File: config.mk
export PLATFORM = sky130hd
export DESIGN_NAME = uart_tx_flat
export DESIGN_NICKNAME = d
export VERILOG_FILES = /design/src/rtl/uart_tx_if.sv /design/src/rtl/uart_tx.sv /design/src/flat_wrapper.sv
export SDC_FILE = /design/constraint.sdc
export NUM_CORES = 1
export LEC_CHECK = 0
export CAP_MARGIN = 10
export CORE_MARGIN = 5
export CORE_UTILIZATION = 35
export DETAILED_ROUTE_END_ITERATION = 16
export MAX_ROUTING_LAYER = met4
export SLEW_MARGIN = 15
export SYNTH_ARGS = -nofsm -noshare
export SYNTH_HDL_FRONTEND = slang
export SYNTH_SLANG_ARGS = --single-unit
File: constraint.sdc
create_clock -name clk -period 4.7 [get_ports clk]
set_input_delay 0.94 -clock clk [delete_from_list [all_inputs] [get_ports clk]]
set_output_delay 0.94 -clock clk [all_outputs]
set_load 0.01 [all_outputs]
File: src/rtl/uart_tx_if.sv
// Transmit-side handshake bundle for uart_tx: byte/baud request in, serial line and status out.
`timescale 1ns/1ps
interface uart_tx_if;
  logic [3:0] baud_set;
  logic       send_en;
  logic [7:0] data_byte;
  logic       tx;
  logic       busy;
  logic       tx_done;

  modport master (
    output baud_set, send_en, data_byte,
    input  tx, busy, tx_done
  );

  modport slave (
    input  baud_set, send_en, data_byte,
    output tx, busy, tx_done
  );
endinterface

File: src/rtl/uart_tx.sv
// UART transmitter (8N1, LSB first) with an integrated 1x bit-rate divider.
// Optional even parity bit between d7 and stop when UART_PARITY_EN is defined.
`timescale 1ns/1ps
module uart_tx #(
  parameter int SYSTEM_CLK = 50_000_000,
  parameter int DIV_W      = 16
) (
  input  logic      clk,
  input  logic      rst,
  uart_tx_if.slave  bus
);

  typedef enum logic {
    S_IDLE = 1'b0,
    S_SEND = 1'b1
  } state_t;

  localparam logic [DIV_W-1:0] DIV_9600   = DIV_W'(SYSTEM_CLK / 9600   - 1);
  localparam logic [DIV_W-1:0] DIV_19200  = DIV_W'(SYSTEM_CLK / 19200  - 1);
  localparam logic [DIV_W-1:0] DIV_38400  = DIV_W'(SYSTEM_CLK / 38400  - 1);
  localparam logic [DIV_W-1:0] DIV_57600  = DIV_W'(SYSTEM_CLK / 57600  - 1);
  localparam logic [DIV_W-1:0] DIV_115200 = DIV_W'(SYSTEM_CLK / 115200 - 1);
  localparam logic [DIV_W-1:0] DIV_230400 = DIV_W'(SYSTEM_CLK / 230400 - 1);
  localparam logic [DIV_W-1:0] DIV_460800 = DIV_W'(SYSTEM_CLK / 460800 - 1);
  localparam logic [DIV_W-1:0] DIV_921600 = DIV_W'(SYSTEM_CLK / 921600 - 1);

`ifdef UART_PARITY_EN
  localparam logic [3:0] LAST_BIT   = 4'd10;
  localparam logic [3:0] PARITY_BIT = 4'd9;
`else
  localparam logic [3:0] LAST_BIT   = 4'd9;
`endif

  function automatic logic [DIV_W-1:0] div_sel(input logic [3:0] sel);
    logic [DIV_W-1:0] d;
    case (sel)
      4'd0:    d = DIV_9600;
      4'd1:    d = DIV_19200;
      4'd2:    d = DIV_38400;
      4'd3:    d = DIV_57600;
      4'd4:    d = DIV_115200;
      4'd5:    d = DIV_230400;
      4'd6:    d = DIV_460800;
      4'd7:    d = DIV_921600;
      default: d = DIV_9600;
    endcase
    return d;
  endfunction

`ifdef UART_PARITY_EN
  function automatic logic parity_even(input logic [7:0] d);
    return ^d;
  endfunction
`endif

  state_t           r_state;
  logic [DIV_W-1:0] r_div;
  logic [DIV_W-1:0] r_div_cnt;
  logic [3:0]       r_bit_cnt;
  logic [7:0]       r_shift;
  logic             r_tx;
  logic             r_busy;
  logic             r_tx_done;
`ifdef UART_PARITY_EN
  logic             r_parity;
`endif

  logic [3:0]       w_bit_nxt;
  logic             w_tx_nxt;

  // Line level for the bit about to start; data comes from the LSB of the shift register.
  always_comb begin
    w_bit_nxt = r_bit_cnt + 4'd1;
    w_tx_nxt  = 1'b1;
    if (w_bit_nxt <= 4'd8) begin
      w_tx_nxt = r_shift[0];
`ifdef UART_PARITY_EN
    end else if (w_bit_nxt == PARITY_BIT) begin
      w_tx_nxt = r_parity;
`endif
    end else begin
      w_tx_nxt = 1'b1;
    end
  end

  // Frame FSM: acceptance latches divisor/data, divider paces bits, stop bit ends in a done pulse.
  always_ff @(posedge clk or negedge rst) begin
    if (!rst) begin
      r_state   <= S_IDLE;
      r_div     <= '0;
      r_div_cnt <= '0;
      r_bit_cnt <= 4'd0;
      r_shift   <= 8'd0;
      r_tx      <= 1'b1;
      r_busy    <= 1'b0;
      r_tx_done <= 1'b0;
`ifdef UART_PARITY_EN
      r_parity  <= 1'b0;
`endif
    end else begin
      r_tx_done <= 1'b0;
      case (r_state)
        S_IDLE: begin
          if (bus.send_en) begin
            r_state   <= S_SEND;
            r_div     <= div_sel(bus.baud_set);
            r_div_cnt <= '0;
            r_bit_cnt <= 4'd0;
            r_shift   <= bus.data_byte;
            r_tx      <= 1'b0;
            r_busy    <= 1'b1;
`ifdef UART_PARITY_EN
            r_parity  <= parity_even(bus.data_byte);
`endif
          end else begin
            r_tx   <= 1'b1;
            r_busy <= 1'b0;
          end
        end
        S_SEND: begin
          if (r_div_cnt == r_div) begin
            r_div_cnt <= '0;
            if (r_bit_cnt == LAST_BIT) begin
              // Stop bit finished: the done cycle doubles as the one idle-high gap.
              r_state   <= S_IDLE;
              r_bit_cnt <= 4'd0;
              r_tx      <= 1'b1;
              r_busy    <= 1'b0;
              r_tx_done <= 1'b1;
            end else begin
              r_bit_cnt <= w_bit_nxt;
              r_tx      <= w_tx_nxt;
              r_shift   <= {1'b0, r_shift[7:1]};
            end
          end else begin
            r_div_cnt <= r_div_cnt + DIV_W'(1'b1);
          end
        end
        default: begin
          r_state <= S_IDLE;
          r_tx    <= 1'b1;
          r_busy  <= 1'b0;
        end
      endcase
    end
  end

  assign bus.tx      = r_tx;
  assign bus.busy    = r_busy;
  assign bus.tx_done = r_tx_done;

endmodule

File: src/flat_wrapper.sv
// flat-port wrapper written by rule: the top's interface ports become plain ports
module uart_tx_flat 
#(
  parameter int SYSTEM_CLK = 50_000_000,
  parameter int DIV_W      = 16
)
  (clk, rst, bus_baud_set, bus_send_en, bus_data_byte, bus_tx, bus_busy, bus_tx_done);
  uart_tx_if bus_i ();
  input  logic clk;
  input  logic rst;
  input wire logic [$bits(bus_i.baud_set)-1:0] bus_baud_set;
  input wire logic [$bits(bus_i.send_en)-1:0] bus_send_en;
  input wire logic [$bits(bus_i.data_byte)-1:0] bus_data_byte;
  output wire logic [$bits(bus_i.tx)-1:0] bus_tx;
  output wire logic [$bits(bus_i.busy)-1:0] bus_busy;
  output wire logic [$bits(bus_i.tx_done)-1:0] bus_tx_done;
  assign bus_i.baud_set = bus_baud_set;
  assign bus_i.send_en = bus_send_en;
  assign bus_i.data_byte = bus_data_byte;
  assign bus_tx = bus_i.tx;
  assign bus_busy = bus_i.busy;
  assign bus_tx_done = bus_i.tx_done;
  uart_tx #(.SYSTEM_CLK(SYSTEM_CLK), .DIV_W(DIV_W)) u_core (.clk(clk), .rst(rst), .bus(bus_i));
endmodule
==> impl_metrics.env, run 1 <==
export IMPL_hold_path_depth=2
export IMPL_grt_first_pass_wirelength_mm=9.20
export IMPL_yosys_warnings=0
export IMPL_end_kind="register"
export IMPL_most_common_layout_cells="sky130_fd_sc_hd__dfrtp_1, sky130_fd_sc_hd__nand2_1, sky130_fd_sc_hd__nand3_1, sky130_fd_sc_hd__nor2_1, sky130_fd_sc_hd__clkdlybuf4s50_1"
export IMPL_grt_antenna_before_repair=0
export IMPL_layout_commonest_cell="sky130_fd_sc_hd__dfrtp_1"
export IMPL_dp_final_hpwl_mm=3.77
export IMPL_p_switching_uw=167
export IMPL_numCtsBuffers=5
export IMPL_postRouteWirelength_mm=5.27
export IMPL_rrSetupSlack_ns=2.37
export IMPL_hold_path_startpoint="u_core.bus.tx$_DFFE_PN1P_"
export IMPL_dpl_worst_slack_ns=2.09
export IMPL_synth_edff_count=0
export IMPL_hold_path_class="register to register"
export IMPL_clock_insertion_delay_worst_skew_ns=0.30
export IMPL_postCtsSetupBuffers=0
export IMPL_grt_met1_usage_pct=18.5
export IMPL_groute_layer_met2_usage_pct=19.7
export IMPL_worst_r2r_path_depth=5
export IMPL_synth_seq_cells=45
export IMPL_hold_violations=0
export IMPL_min_period_ns=2.33
export IMPL_floorplan_core_area_sq_um=7140
export IMPL_route_vias_total=1877
export IMPL_dieArea_sq_um=8980
export IMPL_wl_per_cell_um=14.4
export IMPL_leakage_power_total_uw=0.00123
export IMPL_worst_slew_pin_transition_ns=1.01
export IMPL_slew_violations=0
export IMPL_rsz0062_at_grt="false"
export IMPL_setup_tns_after_final_layout_ns=0
export IMPL_critical_path_peak_fanout=17
export IMPL_max_slew_margin_rel_pct=32.7
export IMPL_mappedNetlistArea_sq_um=2510
export IMPL_grt_remaining_overflow=0
export IMPL_gr_usage_met3_pct=2.63
export IMPL_async_reset_ff_share_pct=100
export IMPL_drive_gt1_share_pct=12.0
export IMPL_synth_seq_area_share_pct=44.8
export IMPL_via_per_inst=5.13
export IMPL_die_h_um=94.8
export IMPL_postRouteAntennaNets=0
export IMPL_hold_path_endpoint="u_core.bus.tx$_DFFE_PN1P_"
export IMPL_clk_pin_slew_ns=0.09
export IMPL_h_tree_levels=2
export IMPL_fin_ws_ns=2.37
export IMPL_syn_inst=254
export IMPL_drt_first_iter_violations=133
export IMPL_synthesis_nets=277
export IMPL_post_cts_hold_buffer_count=0
export IMPL_grt_max_degree=46
export IMPL_die_width_um=94.8
export IMPL_power_density_nw_per_um2=265
export IMPL_area_growth_pct=13.8
export IMPL_detail_route_drc_violations=0
export IMPL_drt_first_pass_iters=4
export IMPL_category_of_the_critical_setup_timing_path="register to register"
export IMPL_postCtsResizedCells=0
export IMPL_fin_crit_sh_pct=49.5
export IMPL_grt_busiest_layer="met2"
export IMPL_synth_lib_cells_used_distinct=46
export IMPL_switching_share_pct=22.0
export IMPL_tritoncts="built"
export IMPL_wp_data_required_ns=4.89
export IMPL_timing_clock_skew_ns=0.00959
export IMPL_power_share_clock_pct=40.8
export IMPL_r2r_start="u_core.r_div_cnt[3]$_DFFE_PN0P_"
export IMPL_seqPwrFrac_pct=52.6
export IMPL_power_internal_uw=592
export IMPL_run_status="finished clean"
export IMPL_portBuffers=17
export IMPL_clockRootBuffer="sky130_fd_sc_hd__clkbuf_8"
export IMPL_design_portCount=18
export IMPL_worst_ep_arrival_time_ns=2.51
export IMPL_max_cap_violations=0
export IMPL_grt_usage_pct=13.2
export IMPL_synth_top_flop_cell="sky130_fd_sc_hd__dfrtp_1"
export IMPL_power_uw=759
export IMPL_finalWeightedCongestion=0.846
export IMPL_final_hold_worst_slack_ns=0.469
export IMPL_clockBufferDepth=2
export IMPL_antenna_cells_inserted=0
export IMPL_rows=31
export IMPL_max_vdd_ir_drop_mv=0.117
export IMPL_worstSetupStartpointType="register"
export IMPL_syn_area_per_cell_sq_um=9.90
export IMPL_fillCellCount=740
export IMPL_clock_sinks=45
export IMPL_report_final_setup_viol=0
export IMPL_first_global_vias=1875
export IMPL_worst_reg2reg_path_endpoint="u_core.r_div_cnt[3]$_DFFE_PN0P_"
export IMPL_initial_core_util_pct=35.2
export IMPL_postLayoutCoreUtil_pct=40.1
export IMPL_clock_fmax_ghz=0.430
export IMPL_finalNetCount=289
export IMPL_power_combinational_fraction_pct=6.6
-- synthesized netlist by cell type, types with 2 or more instances --
cell type,n,share of area (%)
sky130_fd_sc_hd__nand3_1,17,3.4
sky130_fd_sc_hd__or3_1,5,1.2
sky130_fd_sc_hd__xnor2_1,13,4.5
sky130_fd_sc_hd__and3_1,3,0.75
sky130_fd_sc_hd__nor2b_1,2,0.50
sky130_fd_sc_hd__nor3_1,8,1.6
sky130_fd_sc_hd__o2bb2ai_1,2,0.70
sky130_fd_sc_hd__buf_4,2,0.60
sky130_fd_sc_hd__nand2_1,23,3.4
sky130_fd_sc_hd__nor2_1,16,2.4
sky130_fd_sc_hd__dfrtp_1,44,44
sky130_fd_sc_hd__mux2_2,14,6.3
sky130_fd_sc_hd__a21o_1,3,0.90
sky130_fd_sc_hd__inv_1,12,1.8
sky130_fd_sc_hd__a21oi_1,13,2.6
sky130_fd_sc_hd__mux2i_1,2,0.80
sky130_fd_sc_hd__o21ai_0,11,2.2
sky130_fd_sc_hd__and4_1,3,1.0
sky130_fd_sc_hd__ha_1,8,4.0
sky130_fd_sc_hd__xnor2_2,2,1.3
sky130_fd_sc_hd__clkbuf_1,6,0.90
sky130_fd_sc_hd__a211o_1,3,1.0
sky130_fd_sc_hd__o311ai_0,3,1.0
sky130_fd_sc_hd__a22o_1,6,2.1
sky130_fd_sc_hd__o31ai_1,2,0.60
sky130_fd_sc_hd__o21ai_1,3,0.60
sky130_fd_sc_hd__nand4_1,7,1.7
sky130_fd_sc_hd__buf_2,3,0.60
-- logic make-up (layout without fill, tap and decap cells) --
kind of cell | count (synthesis) | in the layout | share of synthesized area [%]
muxes | 16 | 16 | 7.06
and+or+nand+nor | 92 | 92 | 18.6
buffers and inverters | 24 | 37 | 4.33
adders and majority gates | 8 | 8 | 3.98
DFF | 45 | 45 | 44.8
xor gates and xnor gates | 16 | 16 | 6.17
AOI/OAI and AO/OA | 53 | 53 | 15.0
-- worst max-delay path by stage --
stage,start,endpoint,slack [ns],cells past startpoint
after floorplan,u_core.r_div_cnt[3]$_DFFE_PN0P_,u_core.r_div_cnt[2]$_DFFE_PN0P_,2.85,7
after global placement,bus_send_en,u_core.r_div[4]$_DFFE_PN0P_,2.10,4
after detailed placement,bus_send_en,u_core.r_shift[5]$_DFFE_PN0P_,2.09,4
after CTS,u_core.r_div_cnt[8]$_DFFE_PN0P_,u_core.r_div_cnt[3]$_DFFE_PN0P_,2.35,5
after global routing,u_core.r_div_cnt[3]$_DFFE_PN0P_,u_core.r_div_cnt[3]$_DFFE_PN0P_,2.21,5
final,u_core.r_div_cnt[3]$_DFFE_PN0P_,u_core.r_div_cnt[3]$_DFFE_PN0P_,2.37,5
-- per-stage QoR --
step | area, sq um | cells
final | 2860 | 366
after floorplan | 2510 | 254
after detailed placement | 2740 | 358
after global routing | 2860 | 366
after CTS | 2860 | 366
after global placement | 2740 | 358
-- critical path: stages, from the launching register on --
cell and delay (ns):
sky130_fd_sc_hd__dfrtp_1 0.49, sky130_fd_sc_hd__xnor2_2 0.21, sky130_fd_sc_hd__nand4_1 0.21, sky130_fd_sc_hd__o41ai_4 0.89
sky130_fd_sc_hd__nor3_1 0.11, sky130_fd_sc_hd__a211o_1 0.30
-- state kept, by name (all words and copies together), names as in the netlist --
signal	flops
u_core.r_state	1
u_core.r_div_cnt	16
u_core.r_shift	8
u_core.bus.tx_done	1
u_core.bus.tx	1
u_core.r_div	13
u_core.r_bit_cnt	4
u_core.bus.busy	1
-- final cells by class --
class,count,area (sq um),share of cell area [%]
multi-input combinational,185,1280,44.7
sequential,45,1130,39.4
timing repair buffer,17,168,5.86
tap,99,124,4.33
clock buffer,6,82.6,2.88
inverter,12,45.0,1.57
clock inverter,2,37.5,1.31
-- metal layers --
metal | wire (um) | vias up
met5 | 0 | -
met4 | 52 | 0
met3 | 135 | 8
met2 | 2410 | 19
met1 | 2670 | 915
li1 | - | 935
-- power by group through the flow --
stage	combinational, uW	sequential [uW]	clock, uW
after floorplan	24.8	406	0
after global placement	49.8	407	0
after detailed placement	50.5	407	0
after CTS	50.8	399	318
after global routing	56.8	401	330
final	49.8	399	310
Power figures use the tool's default switching activity.
==> inputs of run 2 (changes only) <==
==> constraint.sdc (replaced) <==
create_clock -name clk -period 1.87 [get_ports clk]
set_input_delay 0.374 -clock clk [delete_from_list [all_inputs] [get_ports clk]]
set_output_delay 0.374 -clock clk [all_outputs]
set_load 0.01 [all_outputs]
==> run 2 against run 1 <==
- the flow now finishes with violations (negative setup slack)
- via count grew 8.0%
- global-route usage grew 1.0 points
- total power grew to 2.5 times the previous value
==> impl_metrics.env, run 2 (same netlist as run 1, synthesis figures left out) <==
export IMPL_run_status="finished with violations"
export IMPL_violated_checks="negative setup slack"
export IMPL_clockRootBuffer="sky130_fd_sc_hd__clkbuf_8"
export IMPL_tritoncts="built"
export IMPL_rsz0062_at_grt="true"
export IMPL_clk_pin_slew_ns=0.09
export IMPL_most_common_layout_cells="sky130_fd_sc_hd__dfrtp_1, sky130_fd_sc_hd__buf_4, sky130_fd_sc_hd__nand2_1, sky130_fd_sc_hd__clkdlybuf4s50_1"
export IMPL_wp_data_required_ns=2.06
export IMPL_hold_violations=0
export IMPL_grt_antenna_before_repair=0
export IMPL_place_area_sq_um=3050
export IMPL_leakage_power_total_uw=0.00150
export IMPL_area_growth_pct=32.7
export IMPL_portBuffers=17
export IMPL_initial_core_util_pct=35.2
export IMPL_largest_register="u_core.r_div_cnt"
export IMPL_hold_path_class="input pin to asynchronous set/reset pin"
export IMPL_max_slew_margin_rel_pct=32.7
export IMPL_clock_sinks=45
export IMPL_slew_violations=0
export IMPL_fin_crit_sh_pct=102
export IMPL_grt_remaining_overflow=0
export IMPL_min_period_ns=1.91
export IMPL_first_global_vias=1980
export IMPL_clock_fmax_ghz=0.523
export IMPL_largest_register_ff_count=16
export IMPL_dp_final_hpwl_mm=4.24
export IMPL_die_h_um=94.8
export IMPL_dieArea_sq_um=8980
export IMPL_grt_first_pass_wirelength_mm=9.62
export IMPL_clockBufferDepth=2
export IMPL_drt_first_pass_iters=4
export IMPL_postRouteWirelength_mm=5.83
export IMPL_drt_first_iter_violations=123
export IMPL_finalNetCount=331
export IMPL_end_kind="register"
export IMPL_category_of_the_critical_setup_timing_path="register to register"
export IMPL_h_tree_levels=2
export IMPL_report_final_setup_viol=8
export IMPL_grt_max_degree=27
export IMPL_layout_commonest_cell="sky130_fd_sc_hd__dfrtp_1"
export IMPL_postRouteAntennaNets=0
export IMPL_finalWeightedCongestion=0.801
export IMPL_worst_slew_pin_transition_ns=1.01
export IMPL_post_cts_hold_buffer_count=0
export IMPL_detail_route_drc_violations=0
export IMPL_route_vias_total=2027
export IMPL_die_width_um=94.8
export IMPL_timing_clock_skew_ns=0.00650
export IMPL_rows=31
export IMPL_worst_ep_arrival_time_ns=2.10
export IMPL_power_density_nw_per_um2=569
export IMPL_max_cap_violations=0
export IMPL_clock_insertion_delay_worst_skew_ns=0.30
export IMPL_critical_path_peak_fanout=6
export IMPL_reg_largest_list="u_core.r_div_cnt (16), u_core.r_div (13), u_core.r_shift (8)"
export IMPL_fin_ws_ns=-0.0414
export IMPL_floorplan_core_area_sq_um=7140
export IMPL_drive_gt1_share_pct=29.8
export IMPL_design_portCount=18
export IMPL_max_vdd_ir_drop_mv=0.385
export IMPL_worstSetupStartpointType="register"
export IMPL_wl_per_cell_um=14.3
export IMPL_rrSetupSlack_ns=-0.04
export IMPL_numCtsBuffers=5
export IMPL_via_per_inst=4.97
export IMPL_antenna_cells_inserted=0
export IMPL_grt_usage_pct=14.2
export IMPL_design_area_sq_um=3340
export IMPL_power_uw=1900
-- run 2: layout make-up --
type | instances | area [sq um]
well taps | 99 | 124
repair buffers | 59 | 508
multi-input cells | 185 | 1420
flip-flops and latches | 45 | 1130
clock buffers | 5 | 68.8
fillers | 696 | 3800
clock inverters | 3 | 46.3
inverters | 12 | 45.0
-- run 2: metal layers --
layer / part of all wire [%] / up-vias / routed length (um) / GRT usage (%)
met1: 49 / 970 / 2830 / 19.4
met5: 0 / - / 0 / -
li1: - / 1021 / - / -
met4: 1.1 / 0 / 62 / 3.37
met3: 2.7 / 6 / 160 / 2.71
met2: 48 / 30 / 2780 / 21.8
-- run 2: timing repair --
action	in CTS	in global routing
setup buffers	1	1
pin swaps	2	24
gates cloned	0	1
gates resized for setup	5	35
endpoints found under the setup margin	19	26
-- run 2: through the flow --
stage	setup slack, ns	utilization, %	hold slack [ns]	std cells	setup TNS, ns
after global placement	-0.0884	42.8	0.383	398	-1.40
after floorplan	0.0228	-	0.0784	254	0
after CTS	-0.0511	44.7	0.0568	407	-0.184
after detailed placement	-0.108	42.8	0.388	398	-1.61
after global routing	-0.112	46.8	0.0626	408	-1.56
final	-0.0414	46.8	0.0370	408	-0.210
-- run 2: final timing paths --
check / from / end / cells past startpoint
setup / recovery: u_core.r_div_cnt[3]$_DFFE_PN0P_ / u_core.r_bit_cnt[1]$_DFFE_PN0P_ / 7
hold / removal: rst / u_core.r_div_cnt[10]$_DFFE_PN0P_ / 1
setup reg to reg: u_core.r_div_cnt[3]$_DFFE_PN0P_ / u_core.r_bit_cnt[1]$_DFFE_PN0P_ / 7
hold reg to reg: u_core.bus.tx$_DFFE_PN1P_ / u_core.bus.tx$_DFFE_PN1P_ / 2
max in group asynchronous: rst / u_core.r_div_cnt[2]$_DFFE_PN0P_ / 2
min in group clk: u_core.bus.tx$_DFFE_PN1P_ / u_core.bus.tx$_DFFE_PN1P_ / 2
-- run 2: power breakdown --
group / internal, uW / switching, uW
Sequential: 991 / 13.2
Clock: 400 / 351
Combinational: 78.0 / 66.1
Total: 1470 / 431
-- run 2: critical path: stages, from the launching register on --
cell	delay (ns)
sky130_fd_sc_hd__dfrtp_1	0.42
sky130_fd_sc_hd__xnor2_2	0.17
sky130_fd_sc_hd__nand4_1	0.22
sky130_fd_sc_hd__o41ai_4	0.51
sky130_fd_sc_hd__buf_6	0.19
sky130_fd_sc_hd__buf_4	0.12
sky130_fd_sc_hd__nand2_2	0.05
sky130_fd_sc_hd__o2bb2ai_1	0.12
==> inputs of run 3 (changes only) <==
--- a/config.mk
+++ b/config.mk
@@ -6,7 +6,7 @@
 export NUM_CORES = 1
 export LEC_CHECK = 0
 export CAP_MARGIN = 10
-export CORE_MARGIN = 5
+export CORE_MARGIN = 1.5
 export CORE_UTILIZATION = 35
 export DETAILED_ROUTE_END_ITERATION = 16
 export MAX_ROUTING_LAYER = met4
==> run 3 against run 2 <==
- the run still ends with negative setup slack left
- combinational power grew 3%
- clock power grew 2.9%
- critical endpoint is now u_core.r_div_cnt[4]$_DFFE_PN0P_
- setup slack lost 0.023 ns
- clock skew grew 0.0040 ns
- sequential share of layout area shrank 0.35 points
==> impl_metrics.env, run 3 (same netlist as run 1, synthesis figures left out) <==
export IMPL_routed_wl_met3_um=184
export IMPL_finalNetCount=339
export IMPL_die_width_um=87.8
export IMPL_end_kind="register"
export IMPL_detail_route_drc_violations=0
export IMPL_grt_remaining_overflow=0
export IMPL_fin_ws_ns=-0.0642
export IMPL_grt_max_degree=46
export IMPL_wl_per_cell_um=14.7
export IMPL_met2WireLength_mm=2.87
export IMPL_worstSetupStartpointType="register"
export IMPL_max_slew_margin_rel_pct=31.0
export IMPL_initial_core_util_pct=36.6
export IMPL_run_status="finished with violations"
export IMPL_drive_gt1_share_pct=30.9
export IMPL_max_cap_violations=0
export IMPL_postRouteAntennaNets=0
export IMPL_fillCellCount=639
export IMPL_layout_commonest_cell="sky130_fd_sc_hd__buf_4"
export IMPL_post_cts_hold_buffer_count=0
export IMPL_rsz0062_at_grt="true"
export IMPL_slew_violations=0
export IMPL_tritoncts="built"
export IMPL_die_h_um=87.8
export IMPL_min_period_ns=1.93
export IMPL_drt_first_pass_iters=4
export IMPL_dp_final_hpwl_mm=4.20
export IMPL_worst_slew_pin_transition_ns=1.03
export IMPL_violated_checks="negative setup slack"
export IMPL_drt_first_iter_violations=119
export IMPL_hold_violations=0
export IMPL_largest_register="u_core.r_div_cnt"
export IMPL_clock_sinks=45
export IMPL_wp_data_required_ns=2.07
export IMPL_h_tree_levels=2
export IMPL_route_vias_total=2094
export IMPL_highest_signal_layer="met4"
export IMPL_numCtsBuffers=5
export IMPL_final_hold_worst_slack_ns=0.0177
export IMPL_clock_fmax_ghz=0.517
export IMPL_rows=30
export IMPL_largest_register_ff_count=16
export IMPL_grt_usage_pct=17.2
export IMPL_wirelength_met1_mm=2.89
export IMPL_max_vdd_ir_drop_mv=0.346
export IMPL_timing_clock_skew_ns=0.0105
export IMPL_dieArea_sq_um=7700
export IMPL_setup_tns_after_final_layout_ns=-0.365
export IMPL_leakage_power_total_uw=0.00153
export IMPL_first_global_vias=2062
export IMPL_critical_path_peak_fanout=6
export IMPL_area_growth_pct=33.9
export IMPL_grt_antenna_before_repair=0
export IMPL_multiInputGateArea_sq_um=1390
export IMPL_worst_ep_arrival_time_ns=2.14
export IMPL_final_seq_area_sq_um=1130
export IMPL_portBuffers=17
export IMPL_r2r_start="u_core.r_div_cnt[11]$_DFFE_PN0P_"
export IMPL_finalWeightedCongestion=0.831
export IMPL_antenna_cells_inserted=0
export IMPL_grt_first_pass_wirelength_mm=9.82
export IMPL_clock_insertion_delay_worst_skew_ns=0.31
export IMPL_most_common_layout_cells="sky130_fd_sc_hd__buf_4, sky130_fd_sc_hd__dfrtp_1, sky130_fd_sc_hd__nand2_1, sky130_fd_sc_hd__nor2_1, sky130_fd_sc_hd__clkdlybuf4s50_1"
export IMPL_hold_path_class="input pin to asynchronous set/reset pin"
export IMPL_reg_largest_list="u_core.r_div_cnt (16), u_core.r_div (13), u_core.r_shift (8)"
export IMPL_postRouteWirelength_mm=6.08
export IMPL_power_density_nw_per_um2=572
export IMPL_report_final_setup_viol=15
export IMPL_category_of_the_critical_setup_timing_path="register to register"
export IMPL_design_portCount=18
export IMPL_clockBufferDepth=2
export IMPL_fin_crit_sh_pct=103
export IMPL_floorplan_core_area_sq_um=6870
export IMPL_cp_startpoint="u_core.r_div_cnt[11]$_DFFE_PN0P_"
export IMPL_via_per_inst=5.07
export IMPL_clockRootBuffer="sky130_fd_sc_hd__clkbuf_8"
export IMPL_clk_pin_slew_ns=0.10
[run 3: cell count changes in the layout (fill, tap and decap cells not counted), moves of 2 or more]
cell,before,now
sky130_fd_sc_hd__buf_4,37,45
sky130_fd_sc_hd__mux2_2,7,9
sky130_fd_sc_hd__mux2_4,7,5
sky130_fd_sc_hd__nand3_1,15,13
sky130_fd_sc_hd__nand3_2,2,5
sky130_fd_sc_hd__o2bb2ai_1,2,0
sky130_fd_sc_hd__o2bb2ai_2,0,2
sky130_fd_sc_hd__o311ai_0,0,3
[run 3: stage by stage]
stage | worst slack, ns | area, sq um | total power [uW] | util, % | cells
floorplan | 0.0228 | 2510 | 1080 | - | 254
global placement | -0.0628 | 3070 | 1160 | 44.7 | 398
detailed placement | -0.0718 | 3070 | 1170 | 44.7 | 398
CTS | -0.0333 | 3220 | 1930 | 46.9 | 408
global route | -0.149 | 3370 | 1990 | 49.0 | 413
finish | -0.0642 | 3370 | 1930 | 49.0 | 413
[run 3: critical path: stages, from the launching register on]
cell                      delay, ns
sky130_fd_sc_hd__dfrtp_2       0.46
sky130_fd_sc_hd__xnor2_2       0.17
sky130_fd_sc_hd__nand4_1       0.22
sky130_fd_sc_hd__o41ai_4       0.47
sky130_fd_sc_hd__buf_4         0.18
sky130_fd_sc_hd__buf_6         0.12
sky130_fd_sc_hd__nor3b_1       0.05
sky130_fd_sc_hd__a21o_1        0.15
[run 3: repair_timing]
item,CTS,global route
pin swaps,2,6
setup buffers,2,4
resized for setup,4,26
endpoints found under the setup margin,15,25
gates cloned,0,1
[run 3: where the power goes]
part / internal, uW / switching [uW] / leakage, uW / total, uW
clock network: 400 / 373 / 0.0000543 / 774
registers: 991 / 13.7 / 0.000531 / 1000
logic: 81.1 / 67.7 / 0.000943 / 149
total: 1470 / 455 / 0.00153 / 1930
[run 3: worst paths after layout]
kind / endpoint / slack (ns) / cells past startpoint
worst max-delay path: u_core.r_div_cnt[4]$_DFFE_PN0P_ / -0.06 / 7
worst min-delay path: u_core.r_bit_cnt[1]$_DFFE_PN0P_ / 0.02 / 2
worst max register to register: u_core.r_div_cnt[4]$_DFFE_PN0P_ / -0.06 / 7
worst min register to register: u_core.bus.tx$_DFFE_PN1P_ / 0.46 / 2
max in group asynchronous: u_core.bus.tx$_DFFE_PN1P_ / 1.59 / 2
min in group clk: u_core.bus.tx$_DFFE_PN1P_ / 0.46 / 2
[run 3: metal layers]
layer / up-vias / global-route usage, %
met5: - / -
met4: 0 / 5.77
met3: 11 / 3.39
met2: 38 / 26.9
met1: 1007 / 22.3
li1: 1038 / -
[run 3: cell type report]
class,instances,share of cell area (%)
multi-input cells,185,41.3
well taps,96,3.57
inverters,12,1.34
repair buffers,67,16.9
clock buffers,5,2.04
clock inverters,3,1.37
flip-flops and latches,45,33.5
==> patch (config.mk and constraints of run 1) <==
`DIV_W` is set to 16 in 2 places; all go to 24.
--- a/src/rtl/uart_tx.sv
+++ b/src/rtl/uart_tx.sv
@@ -5,3 +5,3 @@
   parameter int SYSTEM_CLK = 50_000_000,
-  parameter int DIV_W      = 16
+  parameter int DIV_W      = 24
 ) (
--- a/src/flat_wrapper.sv
+++ b/src/flat_wrapper.sv
@@ -4,3 +4,3 @@
   parameter int SYSTEM_CLK = 50_000_000,
-  parameter int DIV_W      = 16
+  parameter int DIV_W      = 24
 )
Check against the original RTL: same outputs for any inputs over 10 cycles, from zero or initial values and one cycle with rst low; that may be too few to reach the edited logic, so the function may still have changed.
==> patch against run 1 <==
Setup slack worse by 0.40 ns; largest cell class unchanged; routed wire length is 26% higher; non-clock buffer count is 4 higher; die area is 19% higher; total power is 2.2% higher; first-iteration DRC count is 21% lower; sequential cell count is 8 higher; cell area is 18% higher; largest power group unchanged; area after synthesis is 21% higher.
==> patch: results (changes against run 1) <==
outcome completed; post-synthesis sequential area ratio 43.6% (-1.2 points); Syn Nets 354 (+28%); reg-to-reg critical path startpoint u_core.r_state; final net count 364 (+26%); DP HPWL 4650 um (+23%); Fill cells 871 (+18%); Synth Area in XOR/XNOR 4.60% (-1.6 points); crit-path max cell delay 0.62 ns (-0.27 ns); Crit-path slowest cell nor2b_1; wirelength, routed 6620 um (+26%); via count 2437 (+30%); gr usage total 14.2% (+1.0 points); top post-synthesis cells by area dfrtp_1 43%, nand2_1 4.9%, xnor2_1 3.7%; commonest cells in the synthesized netlist 52 x dfrtp_1, 40 x nand2_1, 19 x a21oi_1; Hold Crit Class reg -> reg; drt pass-1 iters 5 (+1); VDD IR max 0.000123 V (+5.4%); Synth cell types 45 (-2.2%); ClkCell Share 2.67% (-1.5 points); crit-path max FO 13 (-4); Crit. Startpoint bus_send_en; first-pass GRT wire length 11700 um (+28%); FF+latch count, synth 53 (+18%); mux contribution to synthesized area 3.29% (-3.8 points); adder-cell area share of the yosys netlist 3.29% (-0.69 points); largest registers u_core.r_div_cnt (24), u_core.r_div (13), u_core.r_shift (8); multi-input gate count 250 (+35%); share of cells above drive strength 1 7.02% (-5.0 points); Layout clock buffers 8 (+2); fraction of area in registers 39.4% (about the same); GPL Wtd Cong 0.833 (-1.5%); Initial DRC Count 105 (-21%); post-synthesis compound-gate area fraction 17.8% (+2.7 points); Signal buffers 21 (+4); seq pwr 0.000463 W (+16%); largest net degree at the start of global routing 54 (+17%); fraction of area in multi-input gates 47.1% (+2.4 points); Combinational Power Share 5.8% (-0.8 points); Yosys warnings 0 (unchanged)
patch: cells by family after synthesis:
kind of cell / count (synthesis)
and+or+nand+nor: 136
AOI/OAI and AO/OA: 80
DFF: 53
buffers and inverters: 28
xor gates and xnor gates: 16
muxes: 10
adders and majority gates: 8
patch: metal layers:
layer,track usage [%],up-vias,part of all wire [%]
met1,19.8,1181,50
met3,2.48,8,2.5
met4,3.49,0,1.1
met2,21.6,33,46
li1,-,1215,-
met5,-,-,0
patch: stage by stage:
step                      area (sq um)  instances  setup WS [ns]
final                             3370        450           1.98
after global placement            3280        442           1.72
after global routing              3370        450           1.66
after floorplan                   3040        331           2.67
after CTS                         3370        450           1.99
after detailed placement          3280        442           1.64
patch: final timing paths:
check	end	slack, ns	cells after the start
max	u_core.r_shift[4]	1.98	6
min	u_core.bus.tx	0.49	2
max in group asynchronous	u_core.r_bit_cnt[1]	3.51	2
min in group asynchronous	u_core.r_div_cnt[23]	0.74	2
max reg2reg	u_core.r_shift[0]	1.98	5
min reg2reg	u_core.bus.tx	0.49	2
